$ cat src/rtl/up_counter_cle.sv
// up_counter_cle: modulo-MOD incrementing counter with asynchronous clear, synchronous
// load, count enable, combinational cascade carry and a sticky wrap flag.
module up_counter_cle #(
   parameter int M   = 4,
   parameter int MOD = 2 ** M
) (
   input  logic         clk,
   input  logic         clr,
   input  logic         ce,
   input  logic         l,
   input  logic [M-1:0] di,
   input  logic         wclr,
   output logic [M-1:0] Q,
   output logic         TC,
   output logic         CEO,
   output logic         WRAP
);

   localparam int           LAST_I = MOD - 1;
   localparam logic [M-1:0] LAST   = LAST_I[M-1:0];
   localparam logic [M:0]   MOD_W  = MOD[M:0];

   // Loads outside 0..MOD-1 fold to zero so Q always stays inside the sequence.
   function automatic logic [M-1:0] fold_load(input logic [M-1:0] v);
      return (v <= LAST) ? v : '0;
   endfunction

   logic [M:0]   q_inc;
   logic [M-1:0] q_nxt;
   logic         wrap_evt;
   logic         wrap_nxt;

   assign TC  = (Q == LAST);
   assign CEO = ce & TC;

   // Increment carries one extra bit so that MOD = 2^M compares cleanly.
   always_comb begin
      q_inc    = {1'b0, Q} + {{M{1'b0}}, 1'b1};
      wrap_evt = ce & ~l & TC;
      q_nxt    = Q;
      if (l)
         q_nxt = fold_load(di);
      else if (ce)
         q_nxt = (q_inc == MOD_W) ? '0 : q_inc[M-1:0];
      wrap_nxt = wrap_evt | (WRAP & ~wclr);
   end

   always_ff @(posedge clk or posedge clr) begin
      if (clr) begin
         Q    <= '0;
         WRAP <= 1'b0;
      end else begin
         Q    <= q_nxt;
         WRAP <= wrap_nxt;
      end
   end

endmodule
$ cat config.mk
export PLATFORM = sky130hd
export DESIGN_NAME = up_counter_cle
export DESIGN_NICKNAME = d
export VERILOG_FILES = /design/src/rtl/up_counter_cle.sv
export SDC_FILE = /design/constraint.sdc
export NUM_CORES = 1
export LEC_CHECK = 0
export CORE_AREA = 2 2 39 41
export DETAILED_ROUTE_END_ITERATION = 7
export DIE_AREA = 0 0 41 43
export SLEW_MARGIN = 30
export SYNTH_ARGS = -nofsm -noshare
export SYNTH_HDL_FRONTEND = slang
export SYNTH_SLANG_ARGS = --single-unit
$ cat constraint.sdc
create_clock -name clk -period 2.6 [get_ports clk]
set_input_delay 0.39 -clock clk [delete_from_list [all_inputs] [get_ports clk]]
set_output_delay 0.39 -clock clk [all_outputs]
set_load 0.01 [all_outputs]
==> results by group <==
Routing
  • TritonRoute pass-1 iters: 2
  • Metal2 WL: 262 um
  • Via count: between 200 and 250
  • Post-route DRC violation count: 0
  • Highest Signal Layer: met3
  • Vias/cell: roughly 4.0
  • Routed Antenna Nets: 0
  • Post-Route WL: between 500 and 600 um
  • WL met1: roughly 220 um
  • WL met3: around 46 um
  • Number of DRC markers in iteration 0: 4
  • DR WL/cell: between 8 and 9 um

Clock tree
  • Num CTS Buffers: 3
  • CTS tree: done
  • CTS clk-pin slew, worst paths: roughly 0.050 ns
  • CTS resizes: 0
  • Clock Latency Late Sink: between 0.2 and 0.25 ns
  • CTS Root Cell: clkbuf_4
  • Max Root-Sink Buffers: 2
  • Sink Count: 5
  • Cts hold-fix bufs: 0
  • # H-tree levels: 1
  • Post-CTS Setup Bufs: 0

Layout
  • Post-route core utilization: 0.327
  • FILL cells: 165
  • Fin cells: 60
  • Layout Nets: 55
  • Ant. Diodes: 0
  • P&R area growth vs syn: 76.6%
  • Final instance area: between 400 and 500 sq um
  • Layout cells sized above 1: 0.114

Floorplanning
  • Initial Util: 0.185
  • Row count: 14
  • Ports: 16
  • Die area: ~1800 sq um
  • Die H: between 40 and 50 um
  • Die W: 41 um
  • Core Region: about 1400 sq um

Logic synthesis
  • Yosys Warn Count: 0
  • Syn Area/Cell: ~10 sq um
  • Syn_nets: 35
  • Seq/Total Area, Yosys: 0.488
  • Cells after synthesis: 25
  • Main flop type after synthesis: dfrtp_1
  • Synth cell types: 13
  • Async set or reset register ratio after synthesis: 1.00
  • Top-count cell post-synth: dfrtp_1
  • Multiplexer share of the synthesized area: 0.0829
  • Area share of the leading cell type in the synthesized netlist: 0.488
  • Top cells by instance count after synthesis: dfrtp_1, nand2_1, o21ai_0, inv_1, xnor2_1
  • Post-Synth Simple-Gate Area: 0.171
  • Post-synthesis compound-gate area fraction: 0.0780
  • Post-synth EDFFs: 0
  • Top post-synthesis cells by area: dfrtp_1, o21ai_0, xnor2_1
  • Post-Synthesis Cell Area: around 260 sq um
  • Synth Area in XOR/XNOR: 0.102
  • Yosys reg bits: 5
  • Main combinational cell family by area after synthesis: simple AND/OR/NAND/NOR gates
  • Adder-cell area share of the yosys netlist: 0.0488
  • Synth area leader: dfrtp_1

Worst setup path
  • Crit end category: output port
  • Depth of the most critical reg-to-reg path: 4
  • Setup crit end: CEO
  • Reg2Reg Launch Point: Q[0]
  • Crit-path max FO: 5
  • CP required: between 2 and 2.5 ns
  • Worst R2R End: WRAP
  • Startpoint Class: input pin
  • R2r setup slk: approximately 1.5 ns
  • Crit path from: ce
  • CP Class: input pin to output port
  • CP Data Arrival Time: 1.73 ns

Global route
  • Initial antenna violation count: 0
  • GRT overflow: 0
  • Largest net degree at the start of global routing: 9
  • First-pass GRT wire length: ~920 um
  • Vias in the first global route: approximately 240
  • All-Layer GR Usage: 0.0825

Place
  • Global placer's final weighted congestion: ~0.68
  • Setup WS pre-CTS: 0.466 ns
  • Buffers on Ports: 15
  • DP Cell Count: 56
  • Area after DPL: around 430 sq um

Timing
  • Final Worst Setup Slack: 0.476 ns
  • Worst-margin pin slew: ~0.26 ns
  • Post-layout minimum cycle time: 2.12 ns
  • Slew HR: 0.829
  • Fin Hold WS: approximately 0.35 ns
  • Final setup viols: 0
  • Slew Limit Fails: 0
  • Setup TNS after final layout: 0 ns
  • RSZ-0062 raised after global routing: false
  • Final hold vios: 0
  • Fmax achieved: 471 MHz
  • Clock skew: about 0.0031 ns
  • Tcrit/Tclk final: 0.817

Hold path
  • Min-delay worst type: input pin to async pin

Power
  • Lkg Pwr: 0.190 nW
  • Maximum VDD drop: 0.257 mV
  • Pwr Density: between 500 and 600 nW/um^2
  • Total Power: about 0.25 mW

Outcome
  • Status: completed

Flow run
  • Max Cap Viol: 0
## how the worst min path moves through the flow
| stage | slack (ns) | to |
|---|---|---|
| 2_1_floorplan | 0.17 | Q[0] |
| 3_3_place_gp | 0.52 | WRAP |
| 3_5_place_dp | 0.53 | WRAP |
| 4_1_cts | 0.36 | Q[2] |
| 5_1_grt | 0.38 | Q[2] |
| 6_report | 0.35 | Q[2] |
## report_power, final
part | internal (mW) | leakage, nW | switching (mW)
Sequential | 0.0868 | 0.0617 | 0.00942
Combinational | 0.0392 | 0.113 | 0.0218
Clock | 0.0580 | 0.0150 | 0.0321
## kinds of logic after synthesis
logic type | after synthesis
simple gates | 8
flops | 5
compound gates | 4
xor+xnor | 3
buf+inv | 2
mux | 2
fa+ha+maj | 1
## worst max-delay path: stages
cell and delay (ns):
clkdlybuf4s50_1 0.56, and4_2 0.26, clkdlybuf4s50_1 0.53
## flip-flops by register name, indices dropped and copies added, names as in the netlist
| register | count |
|---|---|
| Q | 4 |
| WRAP | 1 |
## final cells by class
| type | instances | area, sq um | share of cell area |
|---|---|---|---|
| clock buffer | 4 | 26.3 | 0.0580 |
| inverter | 2 | 7.51 | 0.0166 |
| multi-input combinational | 18 | 124 | 0.273 |
| sequential | 5 | 125 | 0.276 |
| tap | 16 | 20.0 | 0.0442 |
| timing repair buffer | 15 | 150 | 0.331 |
## metal layers
metal | up-vias | track usage
met5 | - | 0
met4 | 0 | 0.0400
met3 | 0 | 0.0628
met2 | 9 | 0.113
met1 | 107 | 0.0906
li1 | 124 | -
## cell usage in the layout, fill, tap and decap left out
cell             instances
xnor2_1                  2
and3_1                   1
xor2_1                   1
and4_2                   1
nand4_1                  1
clkdlybuf4s50_1         15
mux2i_1                  1
ha_1                     1
nand2_1                  4
clkbuf_1                 1
nand2b_1                 1
inv_1                    2
o21ai_0                  4
mux2_2                   1
dfrtp_1                  5
clkbuf_4                 3
Power figures use the tool's default switching activity.
